File: src/rtl/captura_operandos.sv
// captura_operandos
//   Keypad operand capture. Two decimal-style operands are entered one key
//   at a time. Each operand holds up to DIGITS digits, and an ENTER key ends
//   each operand. Once both operands are complete they are held with
//   ops_valid high until the consumer accepts them through ops_ready. A CLEAR
//   key drops everything and restarts capture at the first operand.
//
// Ports
//   clk        clock; all state updates on the rising edge
//   rst        asynchronous, active-high reset
//   key_req    asynchronous key-held level
//   key_code   code of the held key, stable while key_req is high
//   ops_ready  consumer accepts operands (only meaningful in DONE)
//   op_a       first operand, most recent digit in the low W bits
//   op_b       second operand, same packing
//   ops_valid  both operands complete and held (high exactly in DONE)
//   key_err    one-cycle pulse for each rejected key press
//   digit_cnt  digits captured so far in the current operand
//   state      FSM state: 0 = CAP_A, 1 = CAP_B, 2 = DONE
module captura_operandos #(
  parameter int unsigned W           = 4,
  parameter int unsigned DIGITS      = 3,
  parameter int unsigned SYNC_STAGES = 2,
  parameter int unsigned DIGIT_MAX   = 9,
  parameter int unsigned ENTER_CODE  = 'hE,
  parameter int unsigned CLEAR_CODE  = 'hC
) (
  input  logic                          clk,
  input  logic                          rst,
  input  logic                          key_req,
  input  logic [W-1:0]                  key_code,
  input  logic                          ops_ready,
  output logic [DIGITS*W-1:0]           op_a,
  output logic [DIGITS*W-1:0]           op_b,
  output logic                          ops_valid,
  output logic                          key_err,
  output logic [$clog2(DIGITS+1)-1:0]   digit_cnt,
  output logic [1:0]                    state
);

  localparam int unsigned OPW = DIGITS * W;
  localparam int unsigned CW  = $clog2(DIGITS + 1);
  localparam int unsigned FW  = $clog2(SYNC_STAGES + 1);

  localparam logic [W-1:0]  DIGIT_MAX_K = W'(DIGIT_MAX);
  localparam logic [W-1:0]  ENTER_K     = W'(ENTER_CODE);
  localparam logic [W-1:0]  CLEAR_K     = W'(CLEAR_CODE);
  localparam logic [CW-1:0] DIGITS_K    = CW'(DIGITS);
  localparam logic [FW-1:0] FILL_K      = FW'(SYNC_STAGES);

  typedef enum logic [1:0] {
    CAP_A = 2'd0,
    CAP_B = 2'd1,
    DONE  = 2'd2
  } state_e;

  // ---------------------------------------------------------------------
  // Input synchronizers. The code chain has the same depth as the request
  // chain, so the synchronized code always belongs to the synchronized
  // request.
  // ---------------------------------------------------------------------
  logic [SYNC_STAGES-1:0] req_sync_q;
  logic [W-1:0]           code_sync_q [SYNC_STAGES];

  always_ff @(posedge clk or posedge rst) begin
    if (rst) begin
      req_sync_q <= '0;
      for (int unsigned i = 0; i < SYNC_STAGES; i++) begin
        code_sync_q[i] <= '0;
      end
    end else begin
      req_sync_q     <= {req_sync_q[SYNC_STAGES-2:0], key_req};
      code_sync_q[0] <= key_code;
      for (int unsigned i = 1; i < SYNC_STAGES; i++) begin
        code_sync_q[i] <= code_sync_q[i-1];
      end
    end
  end

  logic         req_s;
  logic [W-1:0] code_s;

  assign req_s  = req_sync_q[SYNC_STAGES-1];
  assign code_s = code_sync_q[SYNC_STAGES-1];

  // ---------------------------------------------------------------------
  // Press detection. After reset the chains hold zeros that do not reflect
  // the real key. The previous-level register is therefore forced high
  // until the chain has refilled. A key held through reset release then
  // looks "already pressed", and it must be released before it can count.
  // ---------------------------------------------------------------------
  logic [FW-1:0] fill_q;
  logic          fill_done;
  logic          prev_q;
  logic          press;

  assign fill_done = (fill_q == FILL_K);
  assign press     = fill_done & req_s & ~prev_q;

  always_ff @(posedge clk or posedge rst) begin
    if (rst) begin
      fill_q <= '0;
      prev_q <= 1'b1;
    end else begin
      if (!fill_done) begin
        fill_q <= fill_q + 1'b1;
      end
      prev_q <= fill_done ? req_s : 1'b1;
    end
  end

  // ---------------------------------------------------------------------
  // Capture FSM
  // ---------------------------------------------------------------------
  state_e         state_q, state_d;
  logic [OPW-1:0] op_a_q, op_a_d;
  logic [OPW-1:0] op_b_q, op_b_d;
  logic [CW-1:0]  cnt_q, cnt_d;
  logic           key_err_q, key_err_d;

  logic [OPW-1:0] code_ext;
  logic           is_digit;
  logic           cnt_full;

  always_comb begin
    code_ext         = '0;
    code_ext[W-1:0]  = code_s;
  end

  assign is_digit = (code_s <= DIGIT_MAX_K);
  assign cnt_full = (cnt_q == DIGITS_K);

  always_comb begin
    state_d   = state_q;
    op_a_d    = op_a_q;
    op_b_d    = op_b_q;
    cnt_d     = cnt_q;
    key_err_d = 1'b0;

    case (state_q)
      CAP_A, CAP_B: begin
        if (press) begin
          if (code_s == CLEAR_K) begin
            state_d = CAP_A;
            op_a_d  = '0;
            op_b_d  = '0;
            cnt_d   = '0;
          end else if (code_s == ENTER_K) begin
            if (cnt_q != '0) begin
              state_d = (state_q == CAP_A) ? CAP_B : DONE;
              if (state_q == CAP_A) begin
                cnt_d = '0;
              end
            end else begin
              key_err_d = 1'b1;
            end
          end else if (is_digit) begin
            if (!cnt_full) begin
              if (state_q == CAP_A) begin
                op_a_d = (op_a_q << W) | code_ext;
              end else begin
                op_b_d = (op_b_q << W) | code_ext;
              end
              cnt_d = cnt_q + 1'b1;
            end else begin
              key_err_d = 1'b1;
            end
          end else begin
            key_err_d = 1'b1;
          end
        end
      end

      // Presses are ignored here. A press that lands on the handshake edge
      // is discarded along with the operands.
      DONE: begin
        if (ops_ready) begin
          state_d = CAP_A;
          op_a_d  = '0;
          op_b_d  = '0;
          cnt_d   = '0;
        end
      end

      default: begin
        state_d = CAP_A;
        op_a_d  = '0;
        op_b_d  = '0;
        cnt_d   = '0;
      end
    endcase
  end

  always_ff @(posedge clk or posedge rst) begin
    if (rst) begin
      state_q   <= CAP_A;
      op_a_q    <= '0;
      op_b_q    <= '0;
      cnt_q     <= '0;
      key_err_q <= 1'b0;
    end else begin
      state_q   <= state_d;
      op_a_q    <= op_a_d;
      op_b_q    <= op_b_d;
      cnt_q     <= cnt_d;
      key_err_q <= key_err_d;
    end
  end

  assign op_a      = op_a_q;
  assign op_b      = op_b_q;
  assign digit_cnt = cnt_q;
  assign key_err   = key_err_q;
  assign state     = state_q;
  assign ops_valid = (state_q == DONE);

endmodule

File: config.mk
export PLATFORM = sky130hd
export DESIGN_NAME = captura_operandos
export DESIGN_NICKNAME = d
export VERILOG_FILES = /design/src/rtl/captura_operandos.sv
export SDC_FILE = /design/constraint.sdc
export NUM_CORES = 1
export LEC_CHECK = 0
export BUFFER_PORTS_ARGS = -buffer_cell sky130_fd_sc_hd__buf_4
export CAP_MARGIN = 20
export CELL_PAD_IN_SITES_DETAIL_PLACEMENT = 0
export CELL_PAD_IN_SITES_GLOBAL_PLACEMENT = 1
export CORE_ASPECT_RATIO = 1.5
export CORE_MARGIN = 5
export CORE_UTILIZATION = 25
export CTS_BUF_LIST = sky130_fd_sc_hd__clkbuf_2
export CTS_CLUSTER_SIZE = 25
export DETAILED_ROUTE_END_ITERATION = 8
export GPL_TIMING_DRIVEN = 1
export PLACE_DENSITY_LB_ADDON = 0.15
export SYNTH_ARGS = -nofsm -noshare
export SYNTH_HDL_FRONTEND = slang
export SYNTH_SLANG_ARGS = --single-unit
export TNS_END_PERCENT = 50
File: constraint.sdc
create_clock -name clk -period 1.7 [get_ports clk]
set_input_delay 0.085 -clock clk [delete_from_list [all_inputs] [get_ports clk]]
set_output_delay 0.085 -clock clk [all_outputs]
set_load 0.02 [all_outputs]
==> After elaboration in Yosys (flattened, before gate mapping) <==
Index checks and enable logic that the tools add are counted.
{ "op_classes": {"bitwise_logic": 5, "eq_ne": 19, "n_reduce_logical": 7, "add_sub_neg": 2, "order_cmp": 1, "muxes": 38} }
{ "op_table": {"columns": ["cell", "count"], "rows": [
  ["two-way mux 12 bit", 13],
  ["case mux 12 bit (2 select lines)", 2],
  ["two-way mux 2 bit", 13],
  ["OR 12 x 4 -> 12 bit", 2],
  ["!= test 3 bit (second input constant)", 7],
  ["AND reduction 6 bit", 3],
  ["!= test 4 bit (second input constant)", 4],
  ["equality test 4 bit (second input constant)", 2],
  ["two-way mux 1 bit", 8],
  ["case mux 2 bit (2 select lines)", 2],
  ["equality test 2 bit (second input constant)", 3],
  ["adder 2 x 1 -> 2 bit (second input constant)", 2],
  ["<= comparator 4 bit (second input constant)", 1],
  ["!= test 2 bit (second input constant)", 2],
  ["AND reduction 4 bit", 1],
  ["bitwise AND 1 bit", 2],
  ["equality test 2 x 1 -> 1 bit (second input constant)", 1],
  ["logical NOT 2 bit", 1],
  ["nonzero test 2 bit", 1],
  ["OR reduction 2 bit", 1],
  ["inverter 1 bit", 1]
]} }
{ "word_totals": {"regBits": 42, "wordCells": 82, "input_bits": 8, "output_inout_bits": 30} }

==> Depth between registers and ports, before layout <==
Gate-level depths: netlist of the first run.
{ "depth": {"ltp_word": 8, "mapped_depth": 8, "mapped_depth_nobuf": 6} }

==> Worst setup path after synthesis of the first run <==
No wires, ideal clock.
{ "synth_path": {"kind": "register to register", "startpoint": "register cnt_q[0] (netlist: digit_cnt[0])", "endpoint": "register op_b_q[5] (netlist: op_b[5])", "setup_ns": 0.121, "path_buffers": 1, "t_arrival_ns": 1.574, "path_stages_with_launch": 7, "required_ns": 1.579, "slack_ns": 0.005, "synth_period_minus_slack_ns": 1.695, "path_cell_list": "dfrtp_1 ha_1 nor2b_1 and2_1 o21ai_2 buf_6 a22o_1"} }
{ "synth_via": {"elab_chain_cells": 3} }
{ "synth_lines": {"columns": ["item", "line", "source"], "rows": [
  ["from (decl)", "118", "logic [CW-1:0] cnt_q, cnt_d;"],
  ["from (signal assigned)", "205", "cnt_q <= cnt_d;"],
  ["equality test 2 bit", "131", "assign cnt_full = (cnt_q == DIGITS_K);"],
  ["!= test 3 bit (no source line)", null, null],
  ["AND reduction 6 bit (no source line)", null, null],
  ["to (signal assigned)", "204", "op_b_q <= op_b_d;"],
  ["to (decl)", "117", "logic [OPW-1:0] op_b_q, op_b_d;"]
]} }
Every way passes these cells.
A chain may end at the register's enable or synchronous reset.

==> Final worst setup path of the first run <==
Same ends and word-level chain as after synthesis.

==> metrics, run 1 <==
fin nets=206; Hold Crit Class=in2reg; CTS buffer count=5; clock group share of total power=18.5%; total die area=0.008843 mm2; instance count of the mapped netlist=135; core region area=0.006852 mm2; Hold Vio Cnt, Final=0; Worst setup EP type=register; clock tree buffer depth=2; most common library cell in the layout ignoring fill and taps=buf_4; Switching Fraction=35.89%; Synth Flop Type=dfrtp_1; number of slew-limit violations in the final report=0; fmax=622.8 MHz; net switching power=1.380 mW; Placed Area=0.002186 mm2; vias in the first global route=1408; initial antenna violation count=0; share of flip-flops with an asynchronous set or reset=100.0%; peak supply drop=535.8 uV; sequential share of the synthesized area=59.86%; Buffers on Ports=37; design area=0.002379 mm2; Tmin final=1.606 ns; slew margin rel.=64.69%; largest net degree at the start of global routing=43; Cell Int Power=2.465 mW; period utilization=94.45%; DRC=0; FF+latch count, synth=42; Global Route Usage Sum=10.20%; Starting Density=25.66%; Die X=78.47 um; IO Count=38; Clk pin slew, worst setup/hold paths=0.22 ns; crit path kind=reg2reg; Setup TNS=0 ns; Worst Skew=0.02703 ns; Cell Rows=37; total clock sinks=42; grt ovf=0; Vias=1325; Post-synth EDFFs=0; drt wl/cell=15.15 um; H-tree levels=2; CP arrival=1.91 ns; routed vias/inst=4.836; fillers=697; Synth warnings=0; syn nets=146; CP startpoint kind=register; Die Height=112.7 um; RSZ-0062 raised after global routing=no; outcome=finished, final reports clean; CTS tree=done; diode count=0; Clock Latency Late Sink=0.39 ns; root buffer cell=clkbuf_2; max-cap viol count=0; Cell Pwr Density=1616 mW/mm2; Final setup viols=0; Area Overhead vs Synth=35.30%; drt pass-1 iters=4; Max Fanout on Critical Path=11; Worst Max-Slew Pin Slew=0.5297 ns; Mean Syn Cell Area=13.02 um2; Worst EP required=2.00 ns; share of layout cells above drive strength 1=37.76%; DPL Wire Length=3092 um; leakage power=1.114 nW; Post-Route WL=4151 um; first-pass GRT wire length=7176 um; synthesized area=0.001758 mm2; Detail Route Antenna Nets=0; Iter 0 DRT Violations=55; commonest non-fill, non-tap cells in the layout=buf_4, dfrtp_1, a22o_1, dlygate4sd3_1; Synth cell types=40; RD Place Congestion=0.7444; sequential power share=39.9%; Gate power share=41.5%
## cells in the mapped netlist (2+ instances only)
master | n | share of area, %
ha_1 | 3 | 2.1
nor3_4 | 2 | 1.9
o211ai_1 | 4 | 1.7
nor2b_1 | 3 | 1.1
buf_6 | 4 | 2.6
buf_4 | 2 | 0.85
nand2_1 | 6 | 1.3
dfrtp_1 | 41 | 58
nor2_1 | 6 | 1.3
o2bb2ai_1 | 4 | 2.0
inv_1 | 5 | 1.1
a32o_1 | 3 | 1.7
o21ai_2 | 2 | 1.0
a22o_1 | 17 | 8.5
a21oi_1 | 2 | 0.57
nand3_1 | 6 | 1.7
o21ai_1 | 2 | 0.57
## kinds of logic (layout without fill, tap and decap cells)
kind of cell	Yosys count	in the layout	synth area share, %
AO/OA/AOI/OAI	42	42	20.00
XOR/XNOR	1	1	0.4983
adder cells (fa/ha/maj)	3	3	2.135
buffers and inverters	13	74	4.981
flip-flops	42	42	59.86
AND/OR/NAND/NOR	34	34	12.53
## what timing repair did
| item | CTS | global route |
|---|---|---|
| hold buffers | 7 | 0 |
| buffers inserted | 0 | 2 |
| gates resized for setup | 0 | 4 |
| hold endpoints to repair | 47 | 0 |
| endpoints found under the setup margin | 0 | 16 |
## final timing paths
kind                                       endpoint  slack (ns)                     start  cells past startpoint
setup / recovery                op_b[5]$_DFFE_PP0P_        0.09  digit_cnt[0]$_DFFE_PP0P_                      6
hold reg to reg                 code_s[0]$_DFF_PP0_        0.37  code_sync_q[4]$_DFF_PP0_                      0
hold / removal              req_sync_q[0]$_DFF_PP0_        0.32                   key_req                      2
max in group asynchronous  digit_cnt[1]$_DFFE_PP0P_        0.96                       rst                      4
min in group asynchronous       op_b[4]$_DFFE_PP0P_        0.35                       rst                      4
setup reg to reg                op_b[5]$_DFFE_PP0P_        0.09  digit_cnt[0]$_DFFE_PP0P_                      6
## power groups by stage
stage | registers (mW) | clock network (mW) | logic (mW)
global placement | 1.55 | 0 | 1.58
floorplan | 1.86 | 0 | 0.582
finish | 1.54 | 0.712 | 1.60
CTS | 1.54 | 0.742 | 1.62
detailed placement | 1.56 | 0 | 1.60
global route | 1.59 | 0.779 | 1.73
## state kept, by name, indices dropped and copies added (netlist names)
name,flops
op_a,12
fill_q,2
state,2
key_err,1
req_sync_q,2
op_b,12
prev_q,1
digit_cnt,2
code_sync_q,4
code_s,4
## critical path, cell delays in order (launching register included)
cell and delay (ns):
dfrtp_1 0.43, ha_1 0.29, nor2b_2 0.17, and2_1 0.17
o21ai_2 0.09, buf_12 0.15, a22o_1 0.22
## metrics by stage
stage          hold WS, ns  utilization, %  setup slack, ns  power (mW)  std cells
4_1_cts             0.2875           34.22          0.03821       3.897        272
2_1_floorplan       0.1164               -         0.004789       2.441        135
3_3_place_gp        0.1948           31.90           0.1030       3.125        257
5_1_grt             0.2950           34.72         0.007549       4.099        274
3_5_place_dp        0.1953           31.90          0.08852       3.159        257
6_report            0.3234           34.72          0.09437       3.845        274
## area by class of cell
cell class | instances | area [um2] | share of cell area [%]
Multi-Input combinational cell | 80 | 633.1 | 26.62
Clock buffer | 5 | 25.02 | 1.052
Timing Repair Buffer | 60 | 484.2 | 20.36
Tap cell | 78 | 97.59 | 4.103
Sequential cell | 42 | 1052 | 44.24
Inverter | 6 | 22.52 | 0.9469
Clock inverter | 3 | 63.81 | 2.683
## per-layer routing
layer	up-vias	routed length (um)	GRT usage, %
met4	0	101	5.134
li1	621	-	-
met3	8	201	2.787
met2	34	2208	17.62
met1	662	1639	11.42
met5	-	0	0
Note: power is estimated with default switching activity, not from simulation.
==> run 2, diff against run 1 <==
--- a/config.mk
+++ b/config.mk
@@ -10,7 +10,7 @@
 export CELL_PAD_IN_SITES_DETAIL_PLACEMENT = 0
 export CELL_PAD_IN_SITES_GLOBAL_PLACEMENT = 1
 export CORE_ASPECT_RATIO = 1.5
-export CORE_MARGIN = 5
+export CORE_MARGIN = 2
 export CORE_UTILIZATION = 25
 export CTS_BUF_LIST = sky130_fd_sc_hd__clkbuf_2
 export CTS_CLUSTER_SIZE = 25
==> run 2 against run 1 <==
Effect of this change:
- power is 8.0% lower
- maximum frequency is 0.99% higher
- clock-buffer cell count stayed put
- sequential share of layout area is 1.4 points higher
==> metrics, run 2 (synthesized netlist as in run 1, its figures left out) <==
largest net degree at the start of global routing=43; post-CTS setup buffers=0; fin nets=205; Tmin final=1.590 ns; Detail Route Antenna Nets=0; period utilization=93.53%; setup slack at placement=0.1034 ns; most common library cell in the layout ignoring fill and taps=buf_4; peak supply drop=461.7 uV; worst flop-to-flop path endpoint=op_a[10]$_DFFE_PP0P_; Cell Pwr Density=1535 mW/mm2; number of slew-limit violations in the final report=0; Post-Route WL=3964 um; commonest non-fill, non-tap cells in the layout=buf_4, dfrtp_1, a22o_1, dlygate4sd3_1; Iter 0 DRT Violations=53; DPL Wire Length=2947 um; slew margin rel.=64.63%; routed vias/inst=4.696; CP arrival=1.92 ns; IO Count=38; Gate power share=44.9%; Die Height=106.7 um; final worst slack=0.1101 ns; total die area=0.007732 mm2; total clock sinks=42; share of layout cells above drive strength 1=36.41%; crit path kind=reg2reg; RD Place Congestion=0.8621; Worst Skew=0.04346 ns; sequential power share=43.1%; Metal-1 WL=1688 um; Final Non-Filler Cells=273; diode count=0; drt pass-1 iters=4; Starting Density=25.66%; Placed Cells incl. Taps=258; max-cap viol count=0; vias in the first global route=1321; Buffers on Ports=37; Worst setup EP type=register; root buffer cell=clkbuf_2; CTS buffer count=5; Area Overhead vs Synth=31.10%; H-tree levels=2; met3 wire length=133 um; first-pass GRT wire length=6610 um; fmax=629.0 MHz; Hold Crit Class=in2async; Worst Max-Slew Pin Slew=0.5306 ns; CP startpoint kind=register; net switching power=1.372 mW; Top Layer Used=met4; Hold Vio Cnt, Final=0; clock tree buffer depth=2; Max Fanout on Critical Path=11; Worst EP required=2.03 ns; clock group share of total power=12.0%; outcome=finished, final reports clean; leakage power=1.079 nW; Global Route Usage Sum=11.04%; Cell Int Power=2.166 mW; reg2reg start=fill_q[0]$_DFFE_PP0P_; initial antenna violation count=0; CTS tree=done; Die X=72.47 um; post_cts resized=0; Cell Rows=37; Vias=1282; Final setup viols=0; core region area=0.006852 mm2; Switching Fraction=38.79%; Setup TNS=0 ns; grt ovf=0; r2r worst-path depth=8; DRC=0; drt wl/cell=14.52 um; reg-to-reg setup timing slack=0.11 ns; Clk pin slew, worst setup/hold paths=0.24 ns; Clock Latency Late Sink=0.42 ns; RSZ-0062 raised after global routing=no; met2 routed WL=2076 um
-- run 2: power by group through the flow --
stage | logic (mW) | registers (mW) | clock network [mW]
detailed placement | 1.60 | 1.56 | 0
finish | 1.59 | 1.52 | 0.426
CTS | 1.61 | 1.53 | 0.448
global placement | 1.58 | 1.54 | 0
floorplan | 0.582 | 1.86 | 0
global route | 1.71 | 1.58 | 0.489
-- run 2: area by class of cell --
class                      count  area [um2]
clock buffer                   5       25.02
timing repair buffer          59       473.0
inverter                       6       22.52
sequential                    42        1052
clock inverter                 3       16.27
multi-input combinational     80       618.1
tap                           78       97.59
fill                         705        4547
-- run 2: timing repair --
item	4_1_cts	5_1_grt
endpoints found under the setup margin	0	0
hold buffers	7	0
hold endpoints to repair	47	0
-- run 2: layer usage --
layer,up-vias,global-route usage [%]
li1,616,-
met1,632,13.27
met2,29,18.74
met3,5,2.444
met4,0,4.630
met5,-,0
-- run 2: worst max path at each step --
stage / cells past startpoint / start / end
finish: 8 / fill_q[0]$_DFFE_PP0P_ / op_a[10]$_DFFE_PP0P_
global route: 5 / digit_cnt[0]$_DFFE_PP0P_ / op_b[7]$_DFFE_PP0P_
CTS: 8 / fill_q[0]$_DFFE_PP0P_ / op_a[10]$_DFFE_PP0P_
detailed placement: 8 / fill_q[0]$_DFFE_PP0P_ / op_a[10]$_DFFE_PP0P_
global placement: 6 / digit_cnt[0]$_DFFE_PP0P_ / op_b[9]$_DFFE_PP0P_
floorplan: 6 / digit_cnt[0]$_DFFE_PP0P_ / op_b[5]$_DFFE_PP0P_
-- run 2: critical path, stage by stage, from the launching register on --
cell       delay [ns]
dfrtp_1          0.43
inv_1            0.06
ha_1             0.16
nand4bb_1        0.10
buf_4            0.19
nand2_4          0.11
o21ai_2          0.06
buf_4            0.17
a22o_1           0.23
-- run 2: through the flow --
step | instance area, um2 | utilization [%] | hold slack [ns] | total power [mW]
final | 2305 | 33.64 | 0.3140 | 3.538
after global routing | 2305 | 33.64 | 0.2995 | 3.783
after global placement | 2193 | 32.01 | 0.1952 | 3.126
after detailed placement | 2193 | 32.01 | 0.1953 | 3.156
after CTS | 2305 | 33.64 | 0.2939 | 3.597
after floorplan | 1758 | - | 0.1164 | 2.441
